`src/rtl/muldiv_pkg.sv`:
```
// Shared constants and types for the iterative RV32M multiply/divide unit.
// Holds the operand width, funct3 encodings, iteration bound and FSM state encoding.
package muldiv_pkg;

  localparam int XLEN  = 32;
  localparam int CNT_W = $clog2(XLEN);

  localparam logic [CNT_W-1:0] ITER_LAST = CNT_W'(XLEN - 1);

  localparam logic [2:0] F3_MUL    = 3'b000;
  localparam logic [2:0] F3_MULH   = 3'b001;
  localparam logic [2:0] F3_MULHSU = 3'b010;
  localparam logic [2:0] F3_MULHU  = 3'b011;
  localparam logic [2:0] F3_DIV    = 3'b100;
  localparam logic [2:0] F3_DIVU   = 3'b101;
  localparam logic [2:0] F3_REM    = 3'b110;
  localparam logic [2:0] F3_REMU   = 3'b111;

  typedef enum logic [1:0] {
    S_IDLE = 2'd0,
    S_CALC = 2'd1,
    S_FIX  = 2'd2,
    S_DONE = 2'd3
  } state_t;

endpackage

```
`src/rtl/muldiv_sign.sv`:
```
// Conditional two's-complement negate, used for operand magnitudes and
// for sign correction of the final product, quotient or remainder.
module muldiv_sign #(
  parameter int W = 32
) (
  input  logic [W-1:0] value,
  input  logic         negate,
  output logic [W-1:0] result
);

  always_comb begin
    result = negate ? (~value + W'(1)) : value;
  end

endmodule

```
`src/rtl/muldiv_unit.sv`:
```
// Iterative RV32M multiply/divide unit: 32-step shift-add multiply and
// restoring divide sharing one 64-bit accumulator, with sign fix-up at the end.
module muldiv_unit
  import muldiv_pkg::*;
(
  input  logic            clk,
  input  logic            rst,
  input  logic            start,
  input  logic [2:0]      funct3,
  input  logic [XLEN-1:0] op_a,
  input  logic [XLEN-1:0] op_b,
  input  logic [4:0]      rd_in,
  output logic            busy,
  output logic            done,
  output logic [XLEN-1:0] result,
  output logic [4:0]      rd_out,
  output logic            wb_we
);

  localparam logic [XLEN-1:0] INT_MIN = {1'b1, {(XLEN-1){1'b0}}};

  state_t state, state_next;

  logic [2:0]        op;
  logic [4:0]        rd_q;
  logic              sign_a;
  logic              sign_b;
  logic              special;
  logic [XLEN-1:0]   special_res;
  logic [XLEN-1:0]   opnd;
  logic [2*XLEN-1:0] acc;
  logic [CNT_W-1:0]  count;

  logic              a_signed;
  logic              b_signed;
  logic              neg_a_in;
  logic              neg_b_in;
  logic [XLEN-1:0]   mag_a;
  logic [XLEN-1:0]   mag_b;
  logic              div_zero;
  logic              div_ovf;
  logic              is_special;
  logic [XLEN-1:0]   special_in;

  // Operand decode at issue: which operands are signed and whether CALC can be skipped.
  always_comb begin
    a_signed   = (funct3 != F3_MULHU) && (funct3 != F3_DIVU) && (funct3 != F3_REMU);
    b_signed   = a_signed && (funct3 != F3_MULHSU);
    neg_a_in   = a_signed && op_a[XLEN-1];
    neg_b_in   = b_signed && op_b[XLEN-1];
    div_zero   = funct3[2] && (op_b == '0);
    div_ovf    = funct3[2] && !funct3[0] && (op_a == INT_MIN) && (op_b == '1);
    is_special = div_zero || div_ovf;
    special_in = '0;
    if (div_zero) begin
      special_in = funct3[1] ? op_a : '1;
    end else if (div_ovf) begin
      special_in = funct3[1] ? '0 : INT_MIN;
    end
  end

  muldiv_sign #(.W(XLEN)) u_mag_a (
    .value  (op_a),
    .negate (neg_a_in),
    .result (mag_a)
  );

  muldiv_sign #(.W(XLEN)) u_mag_b (
    .value  (op_b),
    .negate (neg_b_in),
    .result (mag_b)
  );

  logic [XLEN:0]     mul_sum;
  logic [XLEN:0]     rem_shift;
  logic [XLEN:0]     rem_diff;
  logic [2*XLEN-1:0] acc_step;

  // One iteration: acc holds {product} for multiply or {rem, quot} for divide.
  always_comb begin
    mul_sum   = {1'b0, acc[2*XLEN-1:XLEN]} + {1'b0, opnd};
    rem_shift = acc[2*XLEN-1:XLEN-1];
    rem_diff  = rem_shift - {1'b0, opnd};
    acc_step  = '0;
    if (op[2]) begin
      acc_step = {acc[2*XLEN-2:0], 1'b0};
      if (rem_shift >= {1'b0, opnd}) begin
        acc_step[2*XLEN-1:XLEN] = rem_diff[XLEN-1:0];
        acc_step[0]             = 1'b1;
      end
    end else if (acc[0]) begin
      acc_step = {mul_sum, acc[XLEN-1:1]};
    end else begin
      acc_step = {1'b0, acc[2*XLEN-1:1]};
    end
  end

  logic [2*XLEN-1:0] fix_in;
  logic              fix_neg;
  logic [2*XLEN-1:0] fix_val;
  logic [XLEN-1:0]   fix_sel;

  // Remainder follows the dividend's sign; product and quotient negate on sign mismatch.
  always_comb begin
    fix_in  = acc;
    fix_neg = sign_a ^ sign_b;
    if (op[2]) begin
      if (op[1]) begin
        fix_in  = {{XLEN{1'b0}}, acc[2*XLEN-1:XLEN]};
        fix_neg = sign_a;
      end else begin
        fix_in  = {{XLEN{1'b0}}, acc[XLEN-1:0]};
      end
    end
  end

  muldiv_sign #(.W(2*XLEN)) u_fix (
    .value  (fix_in),
    .negate (fix_neg),
    .result (fix_val)
  );

  always_comb begin
    fix_sel = fix_val[XLEN-1:0];
    if (!op[2] && (op != F3_MUL)) begin
      fix_sel = fix_val[2*XLEN-1:XLEN];
    end
  end

  always_ff @(posedge clk) begin
    if (rst) begin
      state <= S_IDLE;
    end else begin
      state <= state_next;
    end
  end

  always_comb begin
    state_next = state;
    busy       = (state != S_IDLE);
    done       = (state == S_DONE);
    wb_we      = done;
    case (state)
      S_IDLE: begin
        if (start) begin
          state_next = is_special ? S_FIX : S_CALC;
        end
      end
      S_CALC: begin
        if (count == ITER_LAST) begin
          state_next = S_FIX;
        end
      end
      S_FIX:   state_next = S_DONE;
      S_DONE:  state_next = S_IDLE;
      default: state_next = S_IDLE;
    endcase
  end

  always_ff @(posedge clk) begin
    if (rst) begin
      op          <= '0;
      rd_q        <= '0;
      sign_a      <= 1'b0;
      sign_b      <= 1'b0;
      special     <= 1'b0;
      special_res <= '0;
      opnd        <= '0;
      acc         <= '0;
      count       <= '0;
      result      <= '0;
      rd_out      <= '0;
    end else begin
      case (state)
        S_IDLE: begin
          if (start) begin
            op          <= funct3;
            rd_q        <= rd_in;
            sign_a      <= neg_a_in;
            sign_b      <= neg_b_in;
            special     <= is_special;
            special_res <= special_in;
            count       <= '0;
            opnd        <= funct3[2] ? mag_b : mag_a;
            acc         <= {{XLEN{1'b0}}, (funct3[2] ? mag_a : mag_b)};
          end
        end
        S_CALC: begin
          acc   <= acc_step;
          count <= count + 1'b1;
        end
        S_FIX: begin
          result <= special ? special_res : fix_sel;
          rd_out <= rd_q;
        end
        default: ;
      endcase
    end
  end

endmodule

```
`config.mk`:
```
export PLATFORM = sky130hd
export DESIGN_NAME = muldiv_unit
export DESIGN_NICKNAME = d
export VERILOG_FILES = /design/src/rtl/muldiv_pkg.sv /design/src/rtl/muldiv_sign.sv /design/src/rtl/muldiv_unit.sv
export SDC_FILE = /design/constraint.sdc
export NUM_CORES = 1
export LEC_CHECK = 0
export BUFFER_PORTS_ARGS = -buffer_cell sky130_fd_sc_hd__buf_2
export CORE_ASPECT_RATIO = 2
export CORE_MARGIN = 2
export CORE_UTILIZATION = 60
export CTS_BUF_LIST = sky130_fd_sc_hd__clkbuf_8
export DETAILED_ROUTE_END_ITERATION = 6
export GPL_TIMING_DRIVEN = 0
export PLACE_DENSITY_LB_ADDON = 0.2
export SKIP_CTS_REPAIR_TIMING = 1
export SYNTH_ARGS = -nofsm -noshare
export SYNTH_HDL_FRONTEND = slang
export SYNTH_SLANG_ARGS = --single-unit
```
`constraint.sdc`:
```
create_clock -name clk -period 5.4 [get_ports clk]
set_input_delay 1.08 -clock clk [delete_from_list [all_inputs] [get_ports clk]]
set_output_delay 1.08 -clock clk [all_outputs]
set_load 0.005 [all_outputs]
```
==> impl_metrics.py, run 1 <==
metrics = {
    "floorplanning": {
        "io_pins": 115,
        "fp.dieH_um": 242.2,
        "num_rows": 87,
        "start_util_pct": 60.61,
        "die_w_um": 123.1,
    },
    "synthesis": {
        "syn_inst": 2359,
        "ys.flop_type": "dfxtp_1",
        "synthDistinctLibCells": 96,
        "syn-num-nets": 2510,
        "synth_area_per_cell_um2": 7.216,
        "synth_edf_count": 0,
        "ys_seq_area_share_pct": 21.52,
        "synth.area.top_cells": "dfxtp_1 22%, a21oi_1 7.1%, nand2_1 5.7%",
        "async_flop_share_pct": 0,
        "synth_top_area_cell": "dfxtp_1",
        "syn_area_um2": 17020,
        "synth-warning-count": 0,
        "synth_top_area_share_pct": 21.52,
        "yosys_register_bits": 183,
    },
    "placed_design": {
        "dp_hpwl_um": 66570,
        "portBuffers": 113,
        "gp_congestion": 1.163,
    },
    "global_route": {
        "grt_pass1_wl_um": 140800,
        "grt_max_degree": 24,
        "grt_usage_pct": 62.98,
        "grt_pass1_vias": 21890,
        "gr-total-overflow": 5,
    },
    "clocking": {
        "cts.htree.levels": 4,
        "cts_buffers": 17,
        "cts.path.max_buffers": 2,
        "numClockSinks": 183,
        "root_buffer": "clkbuf_8",
    },
    "outcome": {
        "stop_stage": "global routing",
        "outcome": "stopped before the end",
        "error_message": "[ERROR GRT-0116] Global routing finished with congestion. Check the congestion regions in the DRC Viewer.",
    },
}
[metrics by stage]
step / worst slack [ns] / instance area, um^2 / std cells
after CTS: -0.03339 / 18490 / 2860
after detailed placement: -0.01082 / 18030 / 2828
after global placement: -0.009019 / 18030 / 2828
after floorplan: 1.597 / 17020 / 2359
[layer usage]
metal / overflow / GRT usage [%]
met2: 1 / 85.08
met3: 0 / 34.82
met5: 0 / 7.465
met1: 0 / 64.10
met4: 4 / 65.61
[logic make-up after synthesis]
family / after synthesis / synth area share, %
adder cells (fa/ha/maj): 76 / 5.674
XOR/XNOR: 165 / 8.490
buffers and inverters: 271 / 6.292
AO/OA/AOI/OAI: 759 / 29.25
AND/OR/NAND/NOR: 809 / 22.93
multiplexers: 96 / 5.851
flip-flops: 183 / 21.52
[synth_stat cells, drive strengths merged, types with 55 or more instances]
cell type / n
a21oi: 240
clkbuf: 151
dfxtp: 183
nand3: 55
a211oi: 86
xor2: 81
ha: 74
nand2: 259
xnor2: 84
mux2i: 68
inv: 81
nor3: 62
o21ai: 118
nor2: 234
==> run 2: changes to the inputs <==
Settings changed: CORE_ASPECT_RATIO 2 to unset, CORE_UTILIZATION 60 to 40, CTS_BUF_LIST sky130_fd_sc_hd__clkbuf_8 to unset, PLACE_DENSITY_LB_ADDON 0.2 to 0.15.
==> impl_metrics.py, run 2 <==
metrics = {
    "drt": {
        "dr.first_iter.drc_count": 2184,
        "viasPerCell": 6.355,
        "first_pass_iters": 7,
        "drc_errors": 0,
        "ant_nets": 0,
        "drt_wl_total_um": 84740,
        "vias": 19340,
        "wl_per_cell_um": 27.84,
    },
    "synthesis": {
        "synthTopCellsByCount": "258 x nand2_1, 240 x a21oi_1, 234 x nor2_1",
        "synth_area_per_cell_um2": 7.216,
        "yosysMostFrequentCell": "nand2_1",
        "synth.area.top_cells": "dfxtp_1 22%, a21oi_1 7.1%, nand2_1 5.7%",
        "ys_seq_area_share_pct": 21.52,
        "synth_edf_count": 0,
        "synth_top_area_share_pct": 21.52,
        "syn_area_um2": 17020,
        "syn-num-nets": 2510,
        "synthDistinctLibCells": 96,
        "async_flop_share_pct": 0,
        "yosys_register_bits": 183,
        "synth_top_area_cell": "dfxtp_1",
        "ys.flop_type": "dfxtp_1",
        "synth-warning-count": 0,
        "syn_inst": 2359,
    },
    "timing": {
        "finalSetupViolCount": 0,
        "clock_skew_ns": 0.01920,
        "slew_headroom_pct": 23.08,
        "period_share_pct": 97.22,
        "rsz0062_at_grt": "false",
        "period_needed_ns": 5.250,
        "slew_viol_final": 0,
        "hold_viol": 0,
        "tightest_slew_ns": 1.146,
        "setup_ws_ns": 0.1503,
        "fmax_ghz": 0.1905,
    },
    "placed_design": {
        "dp_cells": 3012,
        "gp_congestion": 0.9884,
        "portBuffers": 113,
        "pre_cts_ws_ns": -0.03648,
        "placed_area_um2": 18270,
        "dp_hpwl_um": 68990,
    },
    "global_route": {
        "grt_pass1_vias": 18170,
        "grt_max_degree": 19,
        "grt_usage_pct": 37.78,
        "antenna_found_initial": 0,
        "grt_pass1_wl_um": 122600,
        "gr-total-overflow": 0,
    },
    "finish": {
        "layout_commonest_cell": "nand2_1",
        "area_growth_syn_to_layout_pct": 10.92,
        "fillCellCount": 4460,
        "drive_gt1_share_pct": 9.142,
        "num_antenna_cells": 0,
        "final_cell_mix": "258 x nand2_1, 240 x a21oi_1, 234 x nor2_1",
        "stdcell_count": 3044,
        "top_register": "acc",
        "largest_reg_flops": 64,
        "fin_nets": 2643,
        "fin_area_um2": 18880,
    },
    "critical_path": {
        "reg2reg_depth": 17,
        "regToRegStartpoint": "op[2]$_SDFFE_PP0P_",
        "crit_path_end_kind": "flop",
        "rrSetupSlack_ns": 0.15,
        "critPathLaunchType": "flop",
        "cp.required_ns": 5.78,
        "critPathLaunch": "op[2]$_SDFFE_PP0P_",
        "worstSetupPathType": "flop to flop",
        "r2r-end": "result[16]$_SDFFE_PP0P_",
        "cp.arrival_ns": 5.63,
        "cp-endpoint": "result[16]$_SDFFE_PP0P_",
        "critical_path.max_fanout": 10,
    },
    "clocking": {
        "cts_tree": "done",
        "numClockSinks": 183,
        "cts.htree.levels": 4,
        "cts_buffers": 17,
        "cts.path.max_buffers": 2,
        "root_buffer": "clkbuf_16",
        "cts.reportedPaths.clkPinSlew_ns": 0.08,
        "insertion_delay_ns": 0.47,
    },
    "pwr": {
        "p_leak_nw": 7.368,
        "total_power_mw": 8.971,
        "powerDensity_nw_per_um2": 475.1,
        "ir_drop_uv": 255.0,
    },
    "outcome": {
        "outcome": "complete, no violations",
    },
    "floorplanning": {
        "core-area_um2": 41950,
        "fp.dieH_um": 210.3,
        "start_util_pct": 40.58,
        "num_rows": 75,
        "die-area_um2": 44220,
        "io_pins": 115,
        "die_w_um": 210.3,
    },
    "flow_run": {
        "cap_violations": 0,
    },
    "min_path": {
        "holdCritPathClass": "flop to flop",
    },
}
==> run 2: cell counts after synthesis <==
Identical to the previous run, type by type.
==> run 2: worst min-delay path by stage <==
stage | from | end | slack (ns) | depth (start not counted)
floorplan | special_res[7]$_SDFFE_PP0P_ | special_res[7]$_SDFFE_PP0P_ | 0.43 | 2
global placement | result[1]$_SDFFE_PP0P_ | result[1]$_SDFFE_PP0P_ | 0.43 | 1
detailed placement | result[1]$_SDFFE_PP0P_ | result[1]$_SDFFE_PP0P_ | 0.43 | 1
CTS | result[1]$_SDFFE_PP0P_ | result[1]$_SDFFE_PP0P_ | 0.45 | 1
global route | result[9]$_SDFFE_PP0P_ | result[9]$_SDFFE_PP0P_ | 0.47 | 1
finish | result[1]$_SDFFE_PP0P_ | result[1]$_SDFFE_PP0P_ | 0.45 | 1
==> run 2: routing by layer <==
| metal | vias up | GRT usage, % | share of wire (%) |
|---|---|---|---|
| met5 | - | 0 | 0 |
| met4 | 0 | 15.99 | 4.6 |
| met3 | 194 | 7.524 | 9.8 |
| met2 | 1051 | 59.13 | 44 |
| met1 | 9251 | 50.58 | 42 |
| li1 | 8848 | - | - |
==> run 2: where the power goes <==
| part | switching, mW | internal (mW) |
|---|---|---|
| logic | 3.73 | 1.83 |
| registers | 0.487 | 1.62 |
| clock network | 0.642 | 0.669 |
==> run 2: per-stage QoR <==
step	utilization, %	hold WS (ns)	TNS [ns]
finish	45.01	0.4484	0
global route	45.01	0.4651	0
CTS	44.98	0.4517	-0.08091
detailed placement	43.56	0.4340	-0.03648
global placement	43.54	0.4318	-0.1438
floorplan	-	0.4273	0
==> run 2: logic make-up (layout without fill, tap and decap cells) <==
logic type,count (synthesis),count (layout),share of synthesized area (%)
AO/OA/AOI/OAI,759,759,29.25
XOR/XNOR,165,165,8.490
adder cells (fa/ha/maj),76,76,5.674
buffers and inverters,271,417,6.292
flip-flops,183,183,21.52
multiplexers,96,96,5.851
AND/OR/NAND/NOR,809,809,22.93
==> run 2: critical path, cell delays in order (launching register included) <==
cell and delay [ns]:
dfxtp_1 0.36, buf_4 0.18, buf_4 0.20, nand2_2 0.20, buf_2 0.28, buf_1 0.42, clkbuf_2 0.44, a21boi_1 0.37
ha_1 0.24, inv_1 0.05, a211oi_1 0.36, nand4_4 0.29, nor4_4 0.63, a41o_1 0.28, xor2_1 0.09, a211oi_2 0.44
a21oi_1 0.08, a211oi_1 0.24
==> run 2: cell type report <==
cell class / instances / area (um^2) / share of cell area, %
Tap cell: 539 / 674.4 / 3.572
Inverter: 82 / 307.8 / 1.630
Clock inverter: 14 / 160.2 / 0.8482
Clock buffer: 18 / 439.2 / 2.326
Timing Repair Buffer: 114 / 573.1 / 3.035
Multi-Input combinational cell: 1905 / 12300 / 65.14
Sequential cell: 183 / 3664 / 19.40
Buffer: 189 / 764.5 / 4.049
No activity file was read; power rests on OpenSTA's default activity.
